## src/rtl/multi_watchdog_timer.sv

```systemverilog
// multi_watchdog_timer
//   NUM_CH independent watchdog down-counters driven by one shared tick
//   prescaler. Each channel is a small IDLE/RUN/DONE state machine with a
//   programmable timeout, a kick (restart) strobe and one-shot or auto-reload
//   behaviour. An expiry raises a registered one-cycle pulse and a sticky flag
//   that stays set until an explicit clear.
//
// Ports
//   clk           clock, all state on the rising edge
//   arst_n        asynchronous active-low reset
//   enable        [NUM_CH]            per-channel run enable (level)
//   kick          [NUM_CH]            per-channel restart strobe
//   auto_reload   [NUM_CH]            1 = keep running after expiry
//   timeout       [NUM_CH*CNTR_BITS]  per-channel load value in ticks
//   clear         [NUM_CH]            sticky-flag clear strobe
//   expired       [NUM_CH]            sticky expiry flags (registered)
//   expire_pulse  [NUM_CH]            one-cycle expiry strobes (registered)
//   any_expired                       OR of the sticky flags
module multi_watchdog_timer #(
  parameter int NUM_CH    = 4,
  parameter int CNTR_BITS = 16,
  parameter int PRESCALE  = 1
) (
  input  logic                        clk,
  input  logic                        arst_n,
  input  logic [NUM_CH-1:0]           enable,
  input  logic [NUM_CH-1:0]           kick,
  input  logic [NUM_CH-1:0]           auto_reload,
  input  logic [NUM_CH*CNTR_BITS-1:0] timeout,
  input  logic [NUM_CH-1:0]           clear,
  output logic [NUM_CH-1:0]           expired,
  output logic [NUM_CH-1:0]           expire_pulse,
  output logic                        any_expired
);

  // A one-bit prescaler is kept even when PRESCALE=1 so the width is never zero.
  localparam int PRE_W = (PRESCALE > 1) ? $clog2(PRESCALE) : 1;
  localparam logic [PRE_W-1:0]     PRE_LAST = PRE_W'(PRESCALE - 1);
  localparam logic [CNTR_BITS-1:0] CNT_ZERO = {CNTR_BITS{1'b0}};
  localparam logic [CNTR_BITS-1:0] CNT_ONE  = CNTR_BITS'(1);

  typedef enum logic [1:0] {
    ST_IDLE = 2'd0,
    ST_RUN  = 2'd1,
    ST_DONE = 2'd2
  } state_t;

  logic [PRE_W-1:0]     pre_r;
  logic                 tick_s;

  state_t               state_r     [NUM_CH];
  state_t               state_nxt_s [NUM_CH];
  logic [CNTR_BITS-1:0] count_r     [NUM_CH];
  logic [CNTR_BITS-1:0] count_nxt_s [NUM_CH];
  logic [NUM_CH-1:0]    expired_r;
  logic [NUM_CH-1:0]    expired_nxt_s;
  logic [NUM_CH-1:0]    pulse_r;
  logic [NUM_CH-1:0]    pulse_nxt_s;

  // Shared free-running prescaler; never restarted by kick or enable, so a
  // fresh load is not phase-aligned to the next tick.
  always_ff @(posedge clk or negedge arst_n) begin
    if (!arst_n) begin
      pre_r <= {PRE_W{1'b0}};
    end else if (pre_r == PRE_LAST) begin
      pre_r <= {PRE_W{1'b0}};
    end else begin
      pre_r <= pre_r + PRE_W'(1);
    end
  end

  assign tick_s = (pre_r == PRE_LAST);

  // Per-channel next-state, next-count, pulse and sticky-flag logic.
  always_comb begin
    for (int i = 0; i < NUM_CH; i++) begin
      state_nxt_s[i] = state_r[i];
      count_nxt_s[i] = count_r[i];
      pulse_nxt_s[i] = 1'b0;
      // Clear first; an expiry below re-sets the flag, so set wins.
      expired_nxt_s[i] = expired_r[i] & ~clear[i];

      case (state_r[i])
        ST_IDLE: begin
          if (enable[i]) begin
            count_nxt_s[i] = timeout[i*CNTR_BITS +: CNTR_BITS];
            state_nxt_s[i] = ST_RUN;
          end else begin
            count_nxt_s[i] = CNT_ZERO;
          end
        end
        ST_RUN: begin
          if (!enable[i]) begin
            count_nxt_s[i] = CNT_ZERO;
            state_nxt_s[i] = ST_IDLE;
          end else if (kick[i]) begin
            count_nxt_s[i] = timeout[i*CNTR_BITS +: CNTR_BITS];
          end else if (tick_s && (count_r[i] == CNT_ONE)) begin
            pulse_nxt_s[i]   = 1'b1;
            expired_nxt_s[i] = 1'b1;
            if (auto_reload[i]) begin
              count_nxt_s[i] = timeout[i*CNTR_BITS +: CNTR_BITS];
            end else begin
              count_nxt_s[i] = CNT_ZERO;
              state_nxt_s[i] = ST_DONE;
            end
          end else if (tick_s && (count_r[i] > CNT_ONE)) begin
            count_nxt_s[i] = count_r[i] - CNT_ONE;
          end else begin
            // No tick, or count==0 (timeout=0 parks the channel): hold.
            count_nxt_s[i] = count_r[i];
          end
        end
        ST_DONE: begin
          if (!enable[i]) begin
            state_nxt_s[i] = ST_IDLE;
          end else if (kick[i]) begin
            count_nxt_s[i] = timeout[i*CNTR_BITS +: CNTR_BITS];
            state_nxt_s[i] = ST_RUN;
          end else begin
            state_nxt_s[i] = ST_DONE;
          end
        end
        default: begin
          state_nxt_s[i] = ST_IDLE;
          count_nxt_s[i] = CNT_ZERO;
        end
      endcase
    end
  end

  // Channel state, counters, flags and pulses.
  always_ff @(posedge clk or negedge arst_n) begin
    if (!arst_n) begin
      for (int i = 0; i < NUM_CH; i++) begin
        state_r[i] <= ST_IDLE;
        count_r[i] <= CNT_ZERO;
      end
      expired_r <= {NUM_CH{1'b0}};
      pulse_r   <= {NUM_CH{1'b0}};
    end else begin
      for (int i = 0; i < NUM_CH; i++) begin
        state_r[i] <= state_nxt_s[i];
        count_r[i] <= count_nxt_s[i];
      end
      expired_r <= expired_nxt_s;
      pulse_r   <= pulse_nxt_s;
    end
  end

  assign expired      = expired_r;
  assign expire_pulse = pulse_r;
  assign any_expired  = |expired_r;

endmodule

```

## config.mk

```make
export PLATFORM = sky130hd
export DESIGN_NAME = multi_watchdog_timer
export DESIGN_NICKNAME = d
export VERILOG_FILES = /design/src/rtl/multi_watchdog_timer.sv
export SDC_FILE = /design/constraint.sdc
export NUM_CORES = 1
export LEC_CHECK = 0
export CORE_ASPECT_RATIO = 0.6
export CORE_MARGIN = 2
export CORE_UTILIZATION = 30
export DETAILED_ROUTE_END_ITERATION = 12
export PLACE_DENSITY = 0.55
export SYNTH_ARGS = -nofsm -noshare
export SYNTH_HDL_FRONTEND = slang
export SYNTH_SLANG_ARGS = --single-unit
```

## constraint.sdc

```tcl
create_clock -name clk -period 6.6 [get_ports clk]
set_input_delay 1.32 -clock clk [delete_from_list [all_inputs] [get_ports clk]]
set_output_delay 1.32 -clock clk [all_outputs]
set_load 0.02 [all_outputs]
```

## After elaboration in Yosys (flattened, before gate mapping)

Cells that the tools add are included.

- Output and inout bits: 9
- Register bits: 81

- Add/sub/neg operators: 5
- Reductions and logical operators: 21
- Multiplexer cells: 101
- Equality and inequality tests: 40
- Magnitude comparators: 4
- Bitwise operators: 9

Operator list:

| kind | count |
|---|---|
| two-way mux 16 bit | 32 |
| one-hot mux 16 bit (3 select lines) | 4 |
| == test 16 x 1 -> 1 bit, second input constant | 4 |
| > comparator 16 x 1 -> 1 bit, second input constant | 4 |
| subtractor 16 x 1 -> 16 bit, second input constant | 4 |
| two-way mux 2 bit | 28 |
| != test 3 bit, second input constant | 12 |
| two-way mux 1 bit | 33 |
| != test 2 bit, second input constant | 12 |
| one-hot mux 2 bit (3 select lines) | 4 |
| != test 5 bit, second input constant | 4 |
| AND reduction 4 bit | 4 |
| AND reduction 3 bit | 4 |
| == test 2 x 1 -> 1 bit, second input constant | 4 |
| == test 2 bit, second input constant | 4 |
| logical AND 1 bit | 8 |
| logical NOT 2 bit | 4 |
| NOT 1 bit | 5 |
| bitwise AND 1 bit | 4 |
| OR reduction 4 bit | 1 |
| adder 1 bit, second input constant | 1 |

## Depth between registers and ports, before layout

- Depth in word-level cells: 7
- Mapped depth: 9

## Worst setup path after synthesis

OpenSTA, ideal clock, no wires.

- Kind: input-to-reg
- From: input kick[1]
- To: register count_r[45] (netlist bit)
- Required time: 6.479 ns
- Library setup time: 0.121 ns
- Slack: 3.507 ns
- Arrival time: 2.971 ns
- Stages: 7
- Cells stage by stage: clkbuf_1 nor4bb_1 nand2_1 o21ai_1 clkbuf_1 a21oi_1 o22a_1

- Word-level cells in the longest chain between the ends: 3
- Elaborated cells between the ends (all ways): 6
- Those cells by class: 2 x eq/ne; 3 x mux; 1 x reduce/logical

RTL lines:

| what | line | source |
|---|---|---|
| start, declared | 27 | `input logic [NUM_CH-1:0] kick,` |
| two-way mux 16 bit | 96 | `end else if (kick[i]) begin` |
| two-way mux 16 bit | 93 | `if (!enable[i]) begin` |
| one-hot mux 16 bit (3 select lines) | 83 | `case (state_r[i])` |
| end signal, assigned by index | 144 | `count_r[i] <= count_nxt_s[i];` |
| end, declared | 53 | `logic [CNTR_BITS-1:0] count_r [NUM_CH];` |

Parallel ways exist; a longest one is shown, timed or not.
A chain may end at the register's enable or synchronous reset.

## Worst setup path in the final report

- From: input kick[1]
- To: register count_r[44] (netlist bit)

The elaborated chain is that of the path after synthesis.

==> qor.yml <==
cts:
  cts_sinks: 80
  cts_setup_buffers: 0
  cts-htree-levels: 3
  cts_tree: "built"
  clk_pin_slew_ps: 70
  postCtsHoldBufs: 0
  cts-root-buf: "clkbuf_16"
  cts_max_path_buffers: 2
  cts.repair.resized: 0
  clk-insertion-delay-late_ps: 350
  cts_buffers: 9
finish:
  final_net_count: 835
  layout_commonest_cell: "clkdlybuf4s50_1"
  multi_input_area_mm2: 0.003522
  num-fill-cells: 1919
  final_cells: 996
  mostFrequentLayoutCells: "89 x clkdlybuf4s50_1, 80 x dfrtp_1, 58 x nand2_1"
  area_growth_syn_to_layout_pct: 24.09
  num_antenna_cells: 0
  seqCellArea_mm2: 0.002002
  drive_above_1_share: 0.06933
floorplanning:
  die_w_um: 183.5
  ios: 91
  fp.dieH_um: 111.7
  start_util: 0.3056
  rows: 39
  core_mm2: 0.01898
  die_area_mm2: 0.02050
timing:
  max_freq_ghz: 0.2534
  period_share: 0.5978
  rsz0062_at_grt: "false"
  skew_ps: 10.34
  slew_violations: 0
  final_hold_viol_count: 0
  slew_headroom: 0.3316
  worstMarginPinSlew_ps: 996.6
  fin_tns_setup_ps: 0
  setup_viol: 0
  finalCriticalPeriod_ps: 3946
drt:
  vias: 5863
  routed_wl_um: 18660
  drt-pass1-iter-count: 5
  drt_iter0_drc: 548
  drcViolationCount: 0
  ant_nets: 0
  routedWlPerCell_um: 18.73
  viasPerCell: 5.887
placement:
  place.gp.congestion: 0.8425
  numPortBuffers: 90
  dpl.hpwl_um: 13780
  placedCellCount: 980
yosys:
  ys.flop_type: "dfrtp_1"
  synth_seq_cells: 80
  syn_area_mm2: 0.005802
  synth.avg_cell_area_um2: 8.595
  ys_types: 79
  synth_cells: 675
  ys_warn_count: 0
  ys_seq_area_frac: 0.3451
  async_flop_share: 1.000
  syn-num-nets: 765
  synth_enable_flop_cells: 0
worst_setup_path:
  critical_path_buf_inv_count: 1
  r2r_slack_ps: 3650
  endpoint_kind: "flip-flop"
  cp_slowest_stage_delay_ps: 910
  worst_setup_path_start_kind: "primary input"
  crit_arrival_ps: 4180
  path_cells: "clkdlybuf4s50_1 > nor4bb_1 > nand2_1 > o21ai_1 > nor2_1 > a221o_1"
  cp_max_fo: 17
  required_ps: 6830
  path_class: "in2reg"
  critical-path-top-delay-family: "simple AND/OR/NAND/NOR gates"
  cp_slowest_cell: "nor4bb_1"
power:
  p_per_area_mw_per_mm2: 203.1
  p_leak_nw: 2.863
  max-vdd-ir-drop_mv: 0.1214
grt:
  grt_overflow: 0
  grt_max_degree: 43
  grt_use_total: 0.1857
  grt_pass1_wl_um: 29990
  grt_pass1_vias: 5499
  antenna_found_initial: 0
hold_path:
  holdCritPathClass: "reg2reg"
outcome:
  status: "finished, final reports clean"
job:
  max-cap-violations: 0
-- registers in the layout (all words and copies together), names as in the netlist --
| name | count |
|---|---|
| count_r | 64 |
| expire_pulse | 4 |
| expired | 4 |
| state_r | 8 |
-- layer usage --
layer	global-route usage	vias to the layer above	routed length, um
met5	0	-	0
met1	0.2962	2803	9918
met3	0.04907	11	1527
met2	0.2445	282	7075
li1	-	2767	-
met4	0.03680	0	134
-- Yosys cell counts, types with 6 or more instances --
library cell	count	area (um2)
dfrtp_1	80	2002
nand2_1	58	217.7
o21ai_0	46	230.2
nor2_1	40	150.1
a21oi_1	32	160.2
inv_1	27	101.4
nor3_1	27	135.1
a22oi_1	22	165.2
clkbuf_1	22	82.58
a221o_1	20	200.2
or4_1	16	120.1
nand4_1	15	93.84
xnor2_1	15	131.4
a211oi_1	14	105.1
nor4_1	14	87.58
nand3_1	13	65.06
buf_2	12	60.06
and3_1	11	68.82
nand2b_1	11	68.82
o31ai_1	11	82.58
or3_1	10	62.56
xor2_1	10	87.58
a32oi_1	9	78.83
a21o_1	8	60.06
ha_1	8	100.1
nor3b_1	8	60.06
and2_1	7	43.79
a31oi_1	6	37.54
nand3b_1	6	45.04
-- kinds of logic (layout without fill, tap and decap cells) --
family	Yosys count	in the layout	share of synthesized area
adders and majority gates	8	8	0.01725
DFF	80	80	0.3451
and+or+nand+nor	271	271	0.2728
xor gates and xnor gates	25	25	0.03774
AOI/OAI and AO/OA	225	225	0.2767
muxes	1	1	0.001725
buffers and inverters	65	140	0.04874
-- layout make-up --
class / count / share of cell area
tap: 246 / 0.04275
clock buffer: 11 / 0.03511
clock inverter: 5 / 0.008690
timing repair buffer: 97 / 0.1321
multi-input combinational: 530 / 0.4892
sequential: 80 / 0.2781
inverter: 27 / 0.01408
-- where the power goes --
| part | internal, W | switching (W) | total [W] |
|---|---|---|---|
| combinational | 0.000152 | 0.000186 | 0.000338 |
| clock | 0.000317 | 0.000226 | 0.000543 |
| sequential | 0.000524 | 0.0000574 | 0.000581 |
| total | 0.000993 | 0.000469 | 0.00146 |
-- path summary, 6_finish.rpt --
check | startpoint | to | cells after the start
worst max-delay path | kick[1] | count_r[44] | 6
worst min-delay path | expired[3] | expired[3] | 1
worst max register to register | count_r[1] | count_r[3] | 8
worst min register to register | expired[3] | expired[3] | 1
max in group asynchronous | arst_n | count_r[51] | 2
min in group asynchronous | arst_n | expire_pulse[1] | 1
-- stage by stage --
| stage | hold slack (ps) | total power [W] | util | setup WS [ps] | cell area (um2) |
|---|---|---|---|---|---|
| 6_report | 521.8 | 0.001462 | 0.3793 | 2654 | 7199 |
| 3_3_place_gp | 501.1 | 0.0009131 | 0.3627 | 2520 | 6884 |
| 3_5_place_dp | 505.2 | 0.0009206 | 0.3627 | 2428 | 6884 |
| 4_1_cts | 526.7 | 0.001473 | 0.3793 | 2788 | 7199 |
| 2_1_floorplan | 486.7 | 0.0007892 | - | 3507 | 5802 |
| 5_1_grt | 546.6 | 0.001538 | 0.3793 | 2496 | 7199 |
Power figures use the tool's default switching activity.
